===== config.mk =====
export PLATFORM = sky130hd
export DESIGN_NAME = seq_dect_frame_ctrl
export DESIGN_NICKNAME = d
export VERILOG_FILES = /design/src/rtl/seq_dect_frame_ctrl_pkg.sv /design/src/rtl/seq_dect_serializer.sv /design/src/rtl/seq_dect_frame_ctrl.sv
export SDC_FILE = /design/constraint.sdc
export NUM_CORES = 1
export LEC_CHECK = 0
export ABC_AREA = 1
export ABC_CLOCK_PERIOD_IN_PS = 1500
export CELL_PAD_IN_SITES_DETAIL_PLACEMENT = 1
export CELL_PAD_IN_SITES_GLOBAL_PLACEMENT = 2
export CORE_MARGIN = 10
export CORE_UTILIZATION = 26
export CTS_BUF_LIST = sky130_fd_sc_hd__clkbuf_4 sky130_fd_sc_hd__clkbuf_8
export DETAILED_ROUTE_END_ITERATION = 8
export PLACE_DENSITY_LB_ADDON = 0.1
export SLEW_MARGIN = 20
export SYNTH_ARGS = -nofsm -noshare
export SYNTH_HDL_FRONTEND = slang
export SYNTH_SLANG_ARGS = --single-unit

===== constraint.sdc =====
create_clock -name clk -period 1.5 [get_ports clk]
set_input_delay 0.15 -clock clk [delete_from_list [all_inputs] [get_ports clk]]
set_output_delay 0.15 -clock clk [all_outputs]
set_load 0.1 [all_outputs]

===== src/rtl/seq_dect_frame_ctrl_pkg.sv =====
// rtl/seq_dect_frame_ctrl_pkg.sv - shared widths and state encoding for the frame controller
package seq_dect_frame_ctrl_pkg;

    localparam int DEF_WORD_W = 8;
    localparam int DEF_LEN_W  = 8;
    localparam int DEF_CNT_W  = 8;

    typedef enum logic [2:0] {
        IDLE  = 3'd0,
        CLR   = 3'd1,
        WAIT  = 3'd2,
        SHIFT = 3'd3,
        DONE  = 3'd4
    } state_t;

endpackage


===== src/rtl/seq_dect_serializer.sv =====
// rtl/seq_dect_serializer.sv - MSB-first word shift register with bit counter
module seq_dect_serializer
    import seq_dect_frame_ctrl_pkg::*;
#(
    parameter int WORD_W = DEF_WORD_W
) (
    input  logic              clk,
    input  logic              reset_n,
    input  logic              load,
    input  logic              shift,
    input  logic [WORD_W-1:0] load_data,
    output logic              msb,
    output logic              last
);

    localparam int IDX_W = (WORD_W > 1) ? $clog2(WORD_W) : 1;

    logic [WORD_W-1:0] sr_q, sr_d;
    logic [IDX_W-1:0]  bit_idx_q, bit_idx_d;

    // Load wins over shift so a back-to-back word replaces the finishing one.
    always_comb begin
        sr_d      = sr_q;
        bit_idx_d = bit_idx_q;
        if (load) begin
            sr_d      = load_data;
            bit_idx_d = '0;
        end else if (shift) begin
            sr_d      = {sr_q[WORD_W-2:0], 1'b0};
            bit_idx_d = bit_idx_q + 1'b1;
        end
    end

    always_ff @(posedge clk) begin
        if (!reset_n) begin
            sr_q      <= '0;
            bit_idx_q <= '0;
        end else begin
            sr_q      <= sr_d;
            bit_idx_q <= bit_idx_d;
        end
    end

    assign msb  = sr_q[WORD_W-1];
    assign last = (bit_idx_q == IDX_W'(WORD_W - 1));

endmodule


===== src/rtl/seq_dect_frame_ctrl.sv =====
// rtl/seq_dect_frame_ctrl.sv - frames words onto a serial 10101 detector and counts its hits
module seq_dect_frame_ctrl
    import seq_dect_frame_ctrl_pkg::*;
#(
    parameter int WORD_W = DEF_WORD_W,
    parameter int LEN_W  = DEF_LEN_W,
    parameter int CNT_W  = DEF_CNT_W
) (
    input  logic              clk,
    input  logic              reset_n,
    input  logic              start,
    input  logic [LEN_W-1:0]  frame_len,
    input  logic              in_valid,
    input  logic [WORD_W-1:0] in_data,
    output logic              in_ready,
    output logic              det_d,
    output logic              det_reset_n,
    input  logic              det_q,
    output logic              busy,
    output logic              done,
    output logic [CNT_W-1:0]  match_cnt,
    output logic              match_ovf
);

    state_t             state_q, state_d;
    logic [LEN_W-1:0]   words_left_q, words_left_d;
    logic [CNT_W-1:0]   match_cnt_q, match_cnt_d;
    logic               match_ovf_q, match_ovf_d;
    logic               busy_q, busy_d;
    logic               done_q, done_d;
    logic               det_reset_n_q, det_reset_n_d;
    logic               ser_load, ser_shift, ser_msb, ser_last;
    logic               more_words;

    seq_dect_serializer #(.WORD_W(WORD_W)) u_ser (
        .clk       (clk),
        .reset_n   (reset_n),
        .load      (ser_load),
        .shift     (ser_shift),
        .load_data (in_data),
        .msb       (ser_msb),
        .last      (ser_last)
    );

    assign more_words = (words_left_q > LEN_W'(1));
    // Ready on the last bit of a non-final word lets the next word follow with no bubble.
    assign in_ready   = (state_q == WAIT) || (state_q == SHIFT && ser_last && more_words);

    always_comb begin
        state_d      = state_q;
        words_left_d = words_left_q;
        match_cnt_d  = match_cnt_q;
        match_ovf_d  = match_ovf_q;
        ser_load     = 1'b0;
        ser_shift    = 1'b0;
        case (state_q)
            IDLE: begin
                if (start) begin
                    match_cnt_d = '0;
                    match_ovf_d = 1'b0;
                    if (frame_len != '0) begin
                        words_left_d = frame_len;
                        state_d      = CLR;
                    end else begin
                        state_d = DONE;
                    end
                end
            end
            CLR: state_d = WAIT;
            WAIT: begin
                if (in_valid) begin
                    ser_load = 1'b1;
                    state_d  = SHIFT;
                end
            end
            SHIFT: begin
                ser_shift = 1'b1;
                if (det_q) begin
                    if (match_cnt_q != '1) match_cnt_d = match_cnt_q + 1'b1;
                    else                   match_ovf_d = 1'b1;
                end
                if (ser_last) begin
                    if (more_words) begin
                        words_left_d = words_left_q - 1'b1;
                        if (in_valid) ser_load = 1'b1;
                        else          state_d  = WAIT;
                    end else begin
                        words_left_d = '0;
                        state_d      = DONE;
                    end
                end
            end
            DONE:    state_d = IDLE;
            default: state_d = IDLE;
        endcase
        busy_d        = (state_d != IDLE);
        done_d        = (state_d == DONE);
        det_reset_n_d = (state_d != CLR);
    end

    always_ff @(posedge clk) begin
        if (!reset_n) begin
            state_q       <= IDLE;
            words_left_q  <= '0;
            match_cnt_q   <= '0;
            match_ovf_q   <= 1'b0;
            busy_q        <= 1'b0;
            done_q        <= 1'b0;
            det_reset_n_q <= 1'b0;
        end else begin
            state_q       <= state_d;
            words_left_q  <= words_left_d;
            match_cnt_q   <= match_cnt_d;
            match_ovf_q   <= match_ovf_d;
            busy_q        <= busy_d;
            done_q        <= done_d;
            det_reset_n_q <= det_reset_n_d;
        end
    end

    assign det_d       = (state_q == SHIFT) && ser_msb;
    assign det_reset_n = det_reset_n_q;
    assign busy        = busy_q;
    assign done        = done_q;
    assign match_cnt   = match_cnt_q;
    assign match_ovf   = match_ovf_q;

endmodule


==> results by group, run 1 <==
Logic synthesis
  – Synth warn: 0
  – Post-synth EDFFs: 0
  – Ys flop type: dfxtp_1
  – Synth area leaders: dfxtp_1, nand2_1, nor2_1, inv_1, nand3_1
  – Register area share after synthesis: 0.332
  – Yosys top cell by area: dfxtp_1
  – Count leader, synth: nand2_1
  – Synth Register Bits: 34
  – Mapped Cells: 314
  – Post-synth ARST share: 0
  – Synth unique cells: 30
  – Most instantiated cells after synthesis: nand2_1, nor2_1, inv_1, dfxtp_1, nand3_1
  – Area share of the largest cell type after synthesis: 0.332
  – Syn_nets: 340
  – Avg Inst Size Synth: 6.53 sq um
  – Cell Area, Synth: 2050 sq um

Placed design
  – Port bufs: 34
  – DP Cell Count: 475
  – Routability Congestion: 0.764
  – Pre-CTS setup slack: -0.355 ns
  – DPL Wire Length: 4950 um

Setup path
  – Startpoint types: register
  – WS Path Type: register to output pin
  – Crit path max fanout: 3
  – Worst path most repeated cell: ha_4
  – FF-to-FF Start: state_q[1]$_SDFF_PN0_
  – CP Buf/Inv Count: 2
  – Critical path, cell by cell: ha_4 > ha_4 > inv_2 > nor2_4 > nand2_4 > nand2_8 > buf_12
  – Crit path DAT: 1.46 ns
  – Crit-path slowest cell: dfxtp_2
  – Crit end category: output pin
  – Critical Path Start: u_ser.bit_idx_q[1]$_SDFFE_PP0P_
  – Max stage delay on crit path: 0.36 ns
  – CP delay by family, top: flip-flops
  – CP required: 1.35 ns

Power
  – Lkg Pwr: 0.00149 uW
  – Max IR drop VDD: 0.471 mV
  – PwrDens: 1010 nW/um^2

Global route
  – Initial antenna violation count: 0
  – GRT Resource Usage Total: 0.119
  – Grt total ovfl: 0
  – Vias in the first global route: 2283
  – First-pass GRT wire length: 11200 um
  – Largest net degree at the start of global routing: 20

Clock network
  – H-tree depth: 2
  – CTS Buf Count: 5
  – Worst-skew pair later-pin latency: 0.29 ns
  – CTS max path bufs: 2
  – CTS tree: yes
  – Root buf cell: clkbuf_8
  – Clk sink count: 34
  – Clk slew on worst S/H paths: 0.08 ns

Timing
  – Max Slew Vio Count: 0
  – Worst-margin pin slew: 0.508 ns
  – Final hold slack: 0.459 ns
  – Slew HR: 0.661
  – Hold Fails Final Rpt: 0
  – Setup WS post-layout: -0.107 ns
  – Worst Skew: 0.00694 ns
  – Setup violators final: 16
  – RSZ-0062 raised after global routing: yes
  – Tcrit/Tclk final: 1.07
  – Max Clk Rate: 622 MHz
  – Min cycle time layout: 1.61 ns
  – Setup TNS Final: -0.571 ns

Die
  – Core ar.: 7690 sq um
  – # rows: 32
  – # IOs: 35
  – Initial core utilization: 0.267
  – Die Ht: 109 um
  – Die span in x: 109 um
  – Die area: 11800 sq um

Cells and area
  – Final core utilization: 0.453
  – Layout cells sized above 1: 0.401
  – Nets: 419
  – Area growth, synth to finish: 70.0%
  – Final cell count without fillers: 496
  – ANT cells: 0

Hold path
  – HP Start: in_data[0]
  – Worst hold path class: input pin to register

Route
  – WL met2: 3700 um
  – Antenna Nets Post-Route: 0
  – DR vias/cell: 4.47
  – DR vias: 2215
  – Total wire length: 7020 um
  – Metal-1 WL: 2990 um
  – Pre-antenna DRT Iters: 4
  – Top routing layer in use: met4
  – Routed len/inst: 14.2 um
  – DRC: 0
  – Met3 WL: 234 um
  – 1st-iter DRT viols: 38

Run status
  – Status: finished with violations
  – Failing checks: negative setup slack

Run
  – Max-cap violation count: 0
[flip-flops by register name, indices dropped and copies added (netlist names)]
register         count
match_cnt            8
det_reset_n          1
busy                 1
state_q              3
done                 1
match_ovf            1
u_ser.sr_q           8
u_ser.bit_idx_q      3
words_left_q         8
[report_power, final]
group / internal, uW / leakage, uW / switching [uW] / total [uW]
Clock: 318 / 0.0000416 / 366 / 684
Sequential: 997 / 0.000286 / 91.4 / 1090
Combinational: 757 / 0.00116 / 996 / 1750
[metrics by stage]
step	total power [uW]	area (sq um)
after floorplan	1950	2130
after global placement	2470	2950
after detailed placement	2490	2950
after CTS	3300	3190
after global routing	3770	3480
final	3530	3480
[layout by cell type, fill, tap and decap left out, types with 2 or more instances in the layout]
cell type / instances
clkbuf_8: 5
dfxtp_4: 9
clkinv_1: 2
a21oi_2: 8
o21ai_0: 6
dfxtp_2: 5
nor2_2: 3
o22ai_2: 3
a21oi_1: 3
nor2_1: 40
a21boi_1: 2
nor2_4: 6
inv_2: 7
buf_12: 17
nand4_1: 4
nand2_4: 3
nand2_1: 68
nor3_1: 2
xor2_1: 6
nand3_1: 24
clkdlybuf4s50_1: 20
inv_4: 3
dfxtp_1: 20
inv_1: 29
o21ai_1: 6
xnor2_1: 2
nand2_2: 23
buf_4: 34
nor3_4: 2
buf_8: 3
o21ai_2: 3
ha_4: 5
nand3_2: 2
buf_6: 4
nand2_8: 6
nand3_4: 4
[area by class of cell]
class                           instances  area [sq um]
Inverter                               40           158
Clock buffer                            5          68.8
Fill cell                             948          4200
Tap cell                              102           128
Clock inverter                          3          16.3
Multi-Input combinational cell        234          1510
Sequential cell                        34           721
Timing Repair Buffer                   78           886
[logic make-up after synthesis]
group           Yosys count  share of synthesized area
fa+ha+maj                 5                     0.0305
flops                    34                      0.332
compound gates           32                     0.0830
simple gates            187                      0.421
xor+xnor                  8                     0.0342
buf+inv                  48                     0.0995
[routing by layer]
| metal | track usage | up-vias |
|---|---|---|
| met5 | 0 | - |
| met3 | 0.0295 | 7 |
| met1 | 0.138 | 1036 |
| met2 | 0.209 | 25 |
| met4 | 0.0367 | 0 |
| li1 | - | 1147 |
[worst reg2reg max path: cells and delay by family, from the launching register on]
family          cells  cell delay, ns
compound gates      1            0.05
simple gates        7            0.75
buf+inv             3            0.31
flops               1            0.38
[final timing paths]
kind | slack [ns] | depth (start not counted) | end
setup reg to reg | -0.06 | 11 | match_cnt[1]$_SDFFE_PN0P_
hold / removal | 0.46 | 3 | u_ser.sr_q[0]$_SDFFE_PN0P_
hold reg to reg | 0.47 | 2 | u_ser.sr_q[7]$_SDFFE_PN0P_
setup / recovery | -0.11 | 7 | in_ready
[timing repair]
item	4_1_cts	5_1_grt
buffers inserted	7	4
hold buffers	0	0
endpoints found under the setup margin	32	35
resized for setup	30	70
pin swaps	7	29
cloned	1	1
Note: power is estimated with default switching activity, not from simulation.
==> run 2: changes to the inputs <==
SLEW_MARGIN = 40   (was 20)
==> results of run 2 <==
Final layout, timing and power as in run 1 (identical DEF).
